==> src/rtl/bp_update_queue_if.sv <==
// Bundle between the execute lanes, the update queue and the fetch1
// predictor tables. The master side is execute/fetch1, the slave side is
// the queue itself.
interface bp_update_queue_if #(
    parameter int DEPTH = 4
);
    localparam int CW = $clog2(DEPTH) + 1;

    logic          pc_we_i;

    logic          req0_valid_i;
    logic [31:0]   req0_pc_i;
    logic [31:0]   req0_tgt_i;
    logic          req0_taken_i;
    logic          req0_btb_i;

    logic          req1_valid_i;
    logic [31:0]   req1_pc_i;
    logic [31:0]   req1_tgt_i;
    logic          req1_taken_i;
    logic          req1_btb_i;

    logic          ready_o;
    logic          update_pht_o;
    logic          update_btb_o;
    logic [31:0]   update_pc_o;
    logic [31:0]   update_tgt_o;
    logic          last_br_o;
    logic [CW-1:0] count_o;

    modport master (
        output pc_we_i,
        output req0_valid_i, req0_pc_i, req0_tgt_i, req0_taken_i, req0_btb_i,
        output req1_valid_i, req1_pc_i, req1_tgt_i, req1_taken_i, req1_btb_i,
        input  ready_o, update_pht_o, update_btb_o, update_pc_o,
        input  update_tgt_o, last_br_o, count_o
    );

    modport slave (
        input  pc_we_i,
        input  req0_valid_i, req0_pc_i, req0_tgt_i, req0_taken_i, req0_btb_i,
        input  req1_valid_i, req1_pc_i, req1_tgt_i, req1_taken_i, req1_btb_i,
        output ready_o, update_pht_o, update_btb_o, update_pc_o,
        output update_tgt_o, last_br_o, count_o
    );
endinterface

==> src/rtl/bp_update_queue.sv <==
// Branch predictor update queue: accepts up to two resolved branches per
// cycle (lane 0 older than lane 1) and presents them one at a time, in
// program order, to the fetch1 BTB/PHT update port. The head is consumed
// only on cycles where the predictor write enable is high.
module bp_update_queue #(
    parameter int DEPTH = 4
) (
    input  logic             clock_i,
    input  logic             reset_i,
    bp_update_queue_if.slave bus
);
    localparam int PW = (DEPTH > 1) ? $clog2(DEPTH) : 1;
    localparam int CW = $clog2(DEPTH) + 1;
    // ready means at least two free slots, i.e. count <= DEPTH-2
    localparam logic [CW-1:0] READY_MAX = CW'(DEPTH - 2);

    typedef struct packed {
        logic [31:0] pc;
        logic [31:0] tgt;
        logic        taken;
        logic        btb;
    } entry_t;

    entry_t        mem_q [DEPTH];
    logic [PW-1:0] head_q, head_d;
    logic [PW-1:0] tail_q, tail_d;
    logic [CW-1:0] count_q, count_d;

    logic          ready;
    logic          push0, push1, pop;
    logic [1:0]    n_push;
    logic          wr_a_en, wr_b_en;
    logic [PW-1:0] wr_a_idx, wr_b_idx;
    entry_t        wr_a_data, wr_b_data;
    entry_t        lane0, lane1, head_ent;
    logic          nonempty;

    assign lane0 = '{pc: bus.req0_pc_i, tgt: bus.req0_tgt_i,
                     taken: bus.req0_taken_i, btb: bus.req0_btb_i};
    assign lane1 = '{pc: bus.req1_pc_i, tgt: bus.req1_tgt_i,
                     taken: bus.req1_taken_i, btb: bus.req1_btb_i};

    // Accept/pop decisions and next-state pointer/count arithmetic.
    always_comb begin
        ready     = (count_q <= READY_MAX);
        nonempty  = (count_q != '0);
        push0     = ready && bus.req0_valid_i;
        push1     = ready && bus.req1_valid_i;
        pop       = bus.pc_we_i && nonempty;
        n_push    = {1'b0, push0} + {1'b0, push1};

        // Slot A is the tail: lane 0 if present, otherwise a lone lane 1.
        // Slot B (tail+1) is only used when both lanes arrive together.
        wr_a_en   = push0 || push1;
        wr_a_idx  = tail_q;
        wr_a_data = push0 ? lane0 : lane1;
        wr_b_en   = push0 && push1;
        wr_b_idx  = tail_q + PW'(1);
        wr_b_data = lane1;

        tail_d    = tail_q + PW'(n_push);
        head_d    = head_q + PW'(pop);
        count_d   = count_q + CW'(n_push) - CW'(pop);
    end

    // Pointer and occupancy registers; reset discards anything pending.
    always_ff @(posedge clock_i) begin
        if (reset_i) begin
            head_q  <= '0;
            tail_q  <= '0;
            count_q <= '0;
        end else begin
            head_q  <= head_d;
            tail_q  <= tail_d;
            count_q <= count_d;
        end
    end

    // Entry storage is not reset; stale contents are unreachable once the
    // pointers are cleared.
    always_ff @(posedge clock_i) begin
        if (!reset_i) begin
            if (wr_a_en) mem_q[wr_a_idx] <= wr_a_data;
            if (wr_b_en) mem_q[wr_b_idx] <= wr_b_data;
        end
    end

    // Head presentation, forced to zero when nothing is queued.
    always_comb begin
        head_ent         = mem_q[head_q];
        bus.ready_o      = ready;
        bus.count_o      = count_q;
        bus.update_pht_o = nonempty;
        bus.update_btb_o = nonempty && head_ent.btb;
        bus.update_pc_o  = nonempty ? head_ent.pc    : 32'h0;
        bus.update_tgt_o = nonempty ? head_ent.tgt   : 32'h0;
        bus.last_br_o    = nonempty && head_ent.taken;
    end
endmodule

==> src/flat_wrapper.sv <==
// flat-port wrapper written by rule: the top's interface ports become plain ports
module bp_update_queue_flat 
#(
    parameter int DEPTH = 4
)
  (clock_i, reset_i, bus_pc_we_i, bus_req0_valid_i, bus_req0_pc_i, bus_req0_tgt_i, bus_req0_taken_i, bus_req0_btb_i, bus_req1_valid_i, bus_req1_pc_i, bus_req1_tgt_i, bus_req1_taken_i, bus_req1_btb_i, bus_ready_o, bus_update_pht_o, bus_update_btb_o, bus_update_pc_o, bus_update_tgt_o, bus_last_br_o, bus_count_o);
  bp_update_queue_if #(.DEPTH(DEPTH)) bus_i ();
  input  logic clock_i;
  input  logic reset_i;
  input wire logic [$bits(bus_i.pc_we_i)-1:0] bus_pc_we_i;
  input wire logic [$bits(bus_i.req0_valid_i)-1:0] bus_req0_valid_i;
  input wire logic [$bits(bus_i.req0_pc_i)-1:0] bus_req0_pc_i;
  input wire logic [$bits(bus_i.req0_tgt_i)-1:0] bus_req0_tgt_i;
  input wire logic [$bits(bus_i.req0_taken_i)-1:0] bus_req0_taken_i;
  input wire logic [$bits(bus_i.req0_btb_i)-1:0] bus_req0_btb_i;
  input wire logic [$bits(bus_i.req1_valid_i)-1:0] bus_req1_valid_i;
  input wire logic [$bits(bus_i.req1_pc_i)-1:0] bus_req1_pc_i;
  input wire logic [$bits(bus_i.req1_tgt_i)-1:0] bus_req1_tgt_i;
  input wire logic [$bits(bus_i.req1_taken_i)-1:0] bus_req1_taken_i;
  input wire logic [$bits(bus_i.req1_btb_i)-1:0] bus_req1_btb_i;
  output wire logic [$bits(bus_i.ready_o)-1:0] bus_ready_o;
  output wire logic [$bits(bus_i.update_pht_o)-1:0] bus_update_pht_o;
  output wire logic [$bits(bus_i.update_btb_o)-1:0] bus_update_btb_o;
  output wire logic [$bits(bus_i.update_pc_o)-1:0] bus_update_pc_o;
  output wire logic [$bits(bus_i.update_tgt_o)-1:0] bus_update_tgt_o;
  output wire logic [$bits(bus_i.last_br_o)-1:0] bus_last_br_o;
  output wire logic [$bits(bus_i.count_o)-1:0] bus_count_o;
  assign bus_i.pc_we_i = bus_pc_we_i;
  assign bus_i.req0_valid_i = bus_req0_valid_i;
  assign bus_i.req0_pc_i = bus_req0_pc_i;
  assign bus_i.req0_tgt_i = bus_req0_tgt_i;
  assign bus_i.req0_taken_i = bus_req0_taken_i;
  assign bus_i.req0_btb_i = bus_req0_btb_i;
  assign bus_i.req1_valid_i = bus_req1_valid_i;
  assign bus_i.req1_pc_i = bus_req1_pc_i;
  assign bus_i.req1_tgt_i = bus_req1_tgt_i;
  assign bus_i.req1_taken_i = bus_req1_taken_i;
  assign bus_i.req1_btb_i = bus_req1_btb_i;
  assign bus_ready_o = bus_i.ready_o;
  assign bus_update_pht_o = bus_i.update_pht_o;
  assign bus_update_btb_o = bus_i.update_btb_o;
  assign bus_update_pc_o = bus_i.update_pc_o;
  assign bus_update_tgt_o = bus_i.update_tgt_o;
  assign bus_last_br_o = bus_i.last_br_o;
  assign bus_count_o = bus_i.count_o;
  bp_update_queue #(.DEPTH(DEPTH)) u_core (.clock_i(clock_i), .reset_i(reset_i), .bus(bus_i));
endmodule
==> config.mk <==
export PLATFORM = sky130hd
export DESIGN_NAME = bp_update_queue_flat
export DESIGN_NICKNAME = d
export VERILOG_FILES = /design/src/rtl/bp_update_queue_if.sv /design/src/rtl/bp_update_queue.sv /design/src/flat_wrapper.sv
export SDC_FILE = /design/constraint.sdc
export NUM_CORES = 1
export LEC_CHECK = 0
export ABC_CLOCK_PERIOD_IN_PS = 20000
export CORE_ASPECT_RATIO = 0.5
export CORE_MARGIN = 4
export CORE_UTILIZATION = 45
export DETAILED_ROUTE_END_ITERATION = 6
export PLACE_DENSITY = 0.68
export SYNTH_ARGS = -nofsm -noshare
export SYNTH_HDL_FRONTEND = slang
export SYNTH_SLANG_ARGS = --single-unit
==> constraint.sdc <==
create_clock -name clock_i -period 20 [get_ports clock_i]
set_clock_uncertainty 0.15 [all_clocks]
set_input_delay 4 -clock clock_i [delete_from_list [all_inputs] [get_ports clock_i]]
set_output_delay 4 -clock clock_i [all_outputs]
set_load 0.01 [all_outputs]
Yosys cells after proc, flatten, opt, wreduce, memory -nomap -nowiden --
Memory sizes are Yosys's and may differ from the RTL's. A register that Yosys moved wholly into a read port is not among the register bits. Cells that the tools add are included.
Word-level totals: register bits 7, memory bits (writable) 264, output and inout bits 71, word-level logic and storage cells 29, memories kept 1
Memory list:
- u_core.mem_q | words 4, width 66, rd ports 1, clocked after memory_dff 1, wr ports 2, line bp_update_queue.sv:24 | entry_t mem_q [DEPTH];
Cells by class: $add $sub $neg 6, order comparisons 1, mux-type cells 10, reductions and logical operators 8
Operators by type and width (number):
- $mux 66 | 1
- $mux 32 | 2
- $logic_and 1x1->1 | 6
- $mux 1 | 6
- $add 3x2->3 | 1
- $le 3x2->1 const B | 1
- $reduce_bool 3->1 | 1
- $sub 3x1->3 | 1
- $add 1x1->2 | 1
- $add 2x1->2 | 1
- $add 2x1->2 const B | 1
- $add 2x2->2 | 1
- $mux 2 | 1
- $logic_or 1x1->1 | 1

Logic depth before layout (Yosys ltp) --
Gate-level depths: netlist of run 1.
word-level depth 6, depth in mapped cells 11, gate-level depth less buffers 11

Worst setup path before layout of run 1 --
No wires, ideal clock.
path kind input -> register, start input port bus_req0_valid_i, end memory u_core.mem_q[3][0] (netlist bit), enable pin, setup time 844 ps, data arrival time 14729 ps, data required time 19006 ps, setup slack 4277 ps, stages 4, buffers on the path 0, path through and2_1 -> ha_1 -> nor2_1 -> a2111oi_0
RTL lines:
- from (decl) | line flat_wrapper.sv:11 | input wire logic [$bits(bus_i.req0_valid_i)-1:0] bus_req0_valid_i;
- to (decl) | line bp_update_queue.sv:24

==> results of run 1 <==
-- stage by stage --
step / std cells / util [%]
2_1_floorplan: 769 / -
3_3_place_gp: 1328 / 54.5
3_5_place_dp: 1328 / 54.5
4_1_cts: 1378 / 57.4
5_1_grt: 1379 / 57.4
6_report: 1379 / 57.4
-- tightest hold or removal path, stage by stage (launching register included) --
cell and delay [ns]:
dfxtp_1 0.38, nor2_1 0.14, nor3_1 0.05
-- layer usage --
metal / routed length [um] / global-route usage [%]
met1: 13400 / 24.6
met2: 17600 / 35.9
met3: 934 / 2.88
met4: 517 / 3.51
met5: 0 / 0
-- synthesized netlist by cell type (2+ instances only) --
master,n
edfxtp_1,264
mux2_2,239
and2_1,69
mux4_2,66
mux2_1,25
buf_2,17
buf_6,16
clkbuf_1,11
inv_1,9
dfxtp_1,7
ha_1,7
nor2_1,6
buf_4,4
nor2b_1,4
o311ai_2,4
buf_1,3
xnor2_1,3
a2111oi_0,2
a21oi_1,2
nand2_1,2
-- layout make-up --
cell class / instances / area (sq um) / share of cell area, %
Tap cell: 391 / 489 / 2.89
Multi-Input combinational cell: 437 / 5300 / 31.3
Inverter: 10 / 37.5 / 0.222
Antenna cell: 1 / 2.50 / 0.0148
Clock buffer: 36 / 709 / 4.20
Timing Repair Buffer: 219 / 2160 / 12.8
Clock inverter: 14 / 129 / 0.762
Sequential cell: 271 / 8080 / 47.8
-- cell families after synthesis --
kind of cell             count (synthesis)
multiplexers                           330
flip-flops                             271
AND/OR/NAND/NOR                         86
buffers and inverters                   61
AO/OA/AOI/OAI                            9
adder cells (fa/ha/maj)                  8
XOR/XNOR                                 4
-- flip-flops by register name (all words and copies together), names as in the netlist --
signal,count
u_core.mem_q,264
u_core.tail_q,2
u_core.head_q,2
u_core.bus.count_o,3
-- final timing paths --
check,start,end,slack [ns],cells after the start
max,u_core.head_q[0],bus_update_pc_o[0],12.39,4
min,u_core.bus.count_o[2],u_core.bus.count_o[2],0.46,2
max reg2reg,u_core.bus.count_o[1],u_core.mem_q[0][46],16.00,8
min reg2reg,u_core.bus.count_o[2],u_core.bus.count_o[2],0.46,2
-- power by group --
part	total [mW]	switching, mW	internal [mW]
registers	0.811	0.0447	0.766
clock network	0.492	0.216	0.276
logic	0.839	0.382	0.457
total	2.14	0.643	1.50
==> key figures, run 1 <==
Drt
  • DRT Pass-1 Iters: 4
  • Initial DRC count: 346
  • Final ANT Viol Nets: 0
  • Vias per cell: 5.48
  • DR WL/cell: between 20 and 25 um
  • Vias: 7552
  • Total Wirelength: 32500 um
  • Residual DRC count: 0

Logic synthesis
  • Mux share of post-synthesis cell area: 32.6%
  • Synth Flop Type: edfxtp_1
  • Xor/xnor cell area share of the yosys netlist: less than 1%
  • Simple-Gate Fraction of Synth Area: under 10%
  • Post-synth cell types: 29
  • Adder-Cell Fraction of Synth Area: 0.787%
  • Synth Area in Compound Gates: less than 1%
  • Largest family of logic cells by synthesized area: multiplexers
  • Avg Inst Size Synth: 17.8 sq um
  • Synth area leader: edfxtp_1
  • Sequential-to-total area share from yosys stat: about three fifths
  • Ys async rst share: 0%
  • Synth Warn #: 0
  • Synthesized net count: ~910
  • Cells after synthesis: 769
  • Synthesized cell area: 13700 sq um
  • Number of synthesized flops with an enable pin: around 260
  • Area share of the largest cell type after synthesis: 58.0%
  • Synth Register Bits: 271
  • Synth area leaders: edfxtp_1, mux2_2, mux4_2

GRT
  • Final global-route overflow total: 0
  • First-pass GRT wire length: 50000 um
  • Largest net degree at the start of global routing: 67
  • Vias in the first global route: ~8400
  • Initial antenna violation count: 1
  • Tot GR Track Use: approximately a fifth

Placement
  • GP Congestion: 0.730
  • Worst slack, placed: about 12 ns
  • Port buffer count: 207
  • Placement Cell Area: 16100 sq um
  • Hpwl dp: 18600 um

Critical path
  • Startpoint types: flop
  • CP bufs+invs: 2
  • Setup CP Type: flop to output pin
  • Worst endpoint required time: between 15 and 20 ns
  • Worst-path maximum fanout: 42
  • Crit end category: output pin
  • Largest delay contributor family on the critical path: buffers and inverters
  • Slowest stage delay, CP: 0.83 ns
  • Slowest CP cell: buf_4
  • Critical path, cell by cell: buf_4 -> mux4_2 -> and2_1 -> clkdlybuf4s50_1
  • Worst Path Arrival: roughly 3.5 ns

Cells and area
  • Cell area after layout: 16900 sq um
  • Most frequent cells in the layout: edfxtp_1, mux2_2, clkdlybuf4s50_1, and2_1, mux4_2
  • Commonest non-fill, non-tap cell in the layout: edfxtp_1
  • Filler cells: 2250
  • Layout cell share with drive strength beyond 1: 37.1%
  • P&R area growth vs syn: 23.6%
  • NumNets Final: 1111

Pwr
  • PD cells: 127 nW/um^2
  • Worst vdd ir: 76.6 uV
  • Power Total: 2.14 mW
  • LEAKAGE: 5.51 nW

Clock tree
  • Worst-case clock buffer depth: 3
  • Root Driver: clkbuf_16
  • H-tree levels: 1
  • Post_cts resized: 0
  • CTS tree: yes
  • Setup Fix Bufs, Post-CTS: 0
  • Worst-skew pair later-pin latency: between 0.5 and 0.6 ns
  • Worst-path clk slew: 0.06 ns
  • Cts hold-fix bufs: 0
  • CTS Buf Count: 27
  • Clock Sinks: between 200 and 300

Timing
  • Fin. max-slew vios: 0
  • Achievable Freq: 0.131 GHz
  • Post-Route Setup TNS: 0 ns
  • Hold slack: approximately 0.46 ns
  • RSZ-0062 raised after global routing: no
  • Final period utilization: about two fifths
  • Slew HR: 26.6%
  • Slew @ Worst Pin: between 1 and 1.5 ns
  • Hold violation count in the final report: 0
  • Crit path time final: 7.61 ns
  • Setup ws final: 12.39 ns
  • Final setup fails: 0

Floorplan
  • I/O pin count: about 210
  • Num rows: 44
  • Core Box Area: 29500 sq um
  • Die width: 255 um
  • Die Y: 131 um
  • Initial Util: 46.4%
  • Die Area: 33400 sq um

Worst hold path
  • Hold Crit Class: flop to flop

Status
  • Status: finished clean

Run
  • Max Cap Violations: 0
No activity file was read; power rests on OpenSTA's default activity.
==> run 2, diff against run 1 <==
--- a/config.mk
+++ b/config.mk
@@ -5,12 +5,12 @@
 export SDC_FILE = /design/constraint.sdc
 export NUM_CORES = 1
 export LEC_CHECK = 0
-export ABC_CLOCK_PERIOD_IN_PS = 20000
+export ABC_CLOCK_PERIOD_IN_PS = 7000
 export CORE_ASPECT_RATIO = 0.5
 export CORE_MARGIN = 4
 export CORE_UTILIZATION = 45
 export DETAILED_ROUTE_END_ITERATION = 6
-export PLACE_DENSITY = 0.68
+export PLACE_DENSITY = 0.71
 export SYNTH_ARGS = -nofsm -noshare
 export SYNTH_HDL_FRONTEND = slang
 export SYNTH_SLANG_ARGS = --single-unit
==> constraint.sdc (replaced) <==
create_clock -name clock_i -period 7 [get_ports clock_i]
set_clock_uncertainty 0.15 [all_clocks]
set_input_delay 1.4 -clock clock_i [delete_from_list [all_inputs] [get_ports clock_i]]
set_output_delay 1.4 -clock clock_i [all_outputs]
set_load 0.01 [all_outputs]
==> key figures, run 2 (synthesis gave the netlist of run 1 again) <==
Status
  • Status: finished clean

Run
  • Max Cap Violations: 0 (unchanged)

Timing
  • Hold violation count in the final report: 0 (unchanged)
  • Final period utilization: 67.1%
  • Fin. max-slew vios: 0 (unchanged)
  • Final setup fails: 0 (unchanged)
  • Post-Route Setup TNS: 0 ns (unchanged)
  • Crit path time final: 4.70 ns
  • RSZ-0062 raised after global routing: no
  • Slew @ Worst Pin: 1.11 ns (+0.0125 ns)
  • Slew HR: 25.8% (-0.83 points)
  • Achievable Freq: 0.213 GHz

Clock tree
  • CTS Buf Count: 26 (-3.7%)
  • H-tree levels: 1 (unchanged)
  • Post_cts resized: 0 (unchanged)
  • Cts hold-fix bufs: 0 (unchanged)
  • CTS tree: yes
  • Worst-skew pair later-pin latency: 0.53 ns (-0.02 ns)
  • Clock Sinks: 271 (unchanged)
  • Worst-case clock buffer depth: 3 (unchanged)
  • Setup Fix Bufs, Post-CTS: 0 (unchanged)
  • Worst-path clk slew: 0.07 ns (about the same)
  • Root Driver: clkbuf_16

Pwr
  • Power Total: 6.24 mW (+190%)
  • Reg power frac: 37.6% (-0.3 points)
  • Sw frac: 29.5% (-0.54 points)
  • Internal: 4.40 mW (+190%)
  • Worst vdd ir: 264 uV (+240%)
  • LEAKAGE: 5.58 nW (+1.3%)
  • Logic pwr share: 38.5% (-0.7 points)
  • Clock power share: 23.9% (+0.9 points)
  • PD cells: 366 nW/um^2 (+190%)
  • NetSw: 1.84 mW (+190%)

Cells and area
  • Layout cell share with drive strength beyond 1: 37.9% (+0.81 points)
  • P&R area growth vs syn: 24.6%
  • NumNets Final: 1112 (+0.090%)
  • Seq. cell area: 8080 sq um (unchanged)
  • Filler cells: 2230 (-0.89%)
  • Post-Layout Cell Count: 1381 (+0.15%)
  • Multi-input gate area: 5300 sq um (unchanged)
  • Most frequent cells in the layout: edfxtp_1, mux2_2, clkdlybuf4s50_1, and2_1, mux4_2
  • Reg with most FFs: u_core.mem_q
  • Largest register FFs: 264 (unchanged)
  • Fin util: 57.9% (+0.50 points)
  • Commonest non-fill, non-tap cell in the layout: edfxtp_1

Drt
  • DR WL/cell: 23.6 um (+0.42%)
  • Final ANT Viol Nets: 0 (unchanged)
  • Residual DRC count: 0 (unchanged)
  • Total Wirelength: 32600 um (+0.56%)
  • Initial DRC count: 476 (+38%)
  • DRT Pass-1 Iters: 4 (unchanged)
  • Vias: 7668 (+1.5%)
  • Vias per cell: 5.55 (+1.4%)

Floorplan
  • Die width: 255 um (unchanged)
  • Num rows: 44 (unchanged)
  • Initial Util: 46.4% (unchanged)
  • Die Y: 131 um (unchanged)
  • Core Box Area: 29500 sq um (unchanged)
  • I/O pin count: 208 (unchanged)
  • Die Area: 33400 sq um (unchanged)

GRT
  • GR peak layer: met2
  • Met3 GRT Util: 2.88% (unchanged)
  • Largest net degree at the start of global routing: 68 (+1.5%)
  • Initial antenna violation count: 3 (+2)
  • Tot GR Track Use: 19.4% (about the same)
  • First-pass GRT wire length: 50100 um (+0.23%)
  • Vias in the first global route: 8678 (+3.1%)
  • Final global-route overflow total: 0 (unchanged)
  • Met1 Track Usage GR: 23.6% (-0.92 points)
  • GRT met2 Usage: 36.5% (+0.58 points)

Critical path
  • Reg2reg path depth: 7 (-1)
  • Reg2reg setup slack: 3.44 ns (-12.56 ns)
  • Startpoint types: flop
  • Setup CP Type: flop to output pin
  • Worst-path maximum fanout: 32 (-24%)
  • Worst endpoint required time: 5.45 ns (-10.40 ns)
  • Worst Path Arrival: 3.15 ns (-0.31 ns)
  • Reg2reg start: u_core.bus.count_o[0]
  • Crit end category: output pin
  • Reg2reg end: u_core.mem_q[2][50]
  • Setup crit end: bus_update_tgt_o[26]
  • Crit path from: u_core.head_q[0]

Placement
  • Hpwl dp: 19400 um (+3.9%)
  • Port buffer count: 207 (unchanged)
  • Dpl cells: 1330 (+0.15%)
  • GP Congestion: 0.735 (+0.56%)

Worst hold path
  • Hold Crit Class: flop to flop
run 2: power by group through the flow:
stage	combinational (mW)	clock, mW	sequential, mW
finish	2.40	1.49	2.35
CTS	2.45	1.52	2.35
global route	2.56	1.59	2.38
global placement	2.41	0	2.37
floorplan	1.52	0	2.31
detailed placement	2.43	0	2.39
run 2: worst max-delay path: stages (launching register included):
cell and delay, ns:
dfxtp_4 0.83, buf_4 0.51, mux4_2 0.55, and2_1 0.17
clkdlybuf4s50_1 0.54
run 2: worst min-delay path by stage:
| stage | start | to | slack [ns] | cells past startpoint |
|---|---|---|---|---|
| after floorplan | u_core.tail_q[0] | u_core.tail_q[0] | 0.40 | 2 |
| after global placement | u_core.bus.count_o[2] | u_core.bus.count_o[2] | 0.39 | 2 |
| after detailed placement | u_core.bus.count_o[2] | u_core.bus.count_o[2] | 0.42 | 2 |
| after CTS | u_core.bus.count_o[2] | u_core.bus.count_o[2] | 0.43 | 2 |
| after global routing | u_core.bus.count_o[2] | u_core.bus.count_o[2] | 0.45 | 2 |
| final | u_core.bus.count_o[2] | u_core.bus.count_o[2] | 0.43 | 2 |
run 2: layout make-up:
class / instances / share of cell area, %
Multi-Input combinational cell: 437 / 31.1
Sequential cell: 271 / 47.4
Inverter: 10 / 0.220
Clock buffer: 30 / 4.03
Timing Repair Buffer: 221 / 13.1
Clock inverter: 18 / 1.26
Tap cell: 391 / 2.87
Antenna cell: 3 / 0.0440
run 2: metrics by stage:
step	setup WS [ns]	hold WS, ns	instance area (sq um)
5_1_grt	2.10	0.450	17100
2_1_floorplan	-2.89	0.404	13700
3_3_place_gp	2.13	0.394	16100
6_report	2.30	0.427	17100
3_5_place_dp	2.05	0.420	16100
4_1_cts	2.20	0.428	17000
run 2: metal layers:
metal	wire, um	part of all wire, %	up-vias
li1	-	-	3472
met1	13000	40	4039
met2	17900	55	125
met3	1070	3.3	32
met4	638	2.0	0
met5	0	0	-
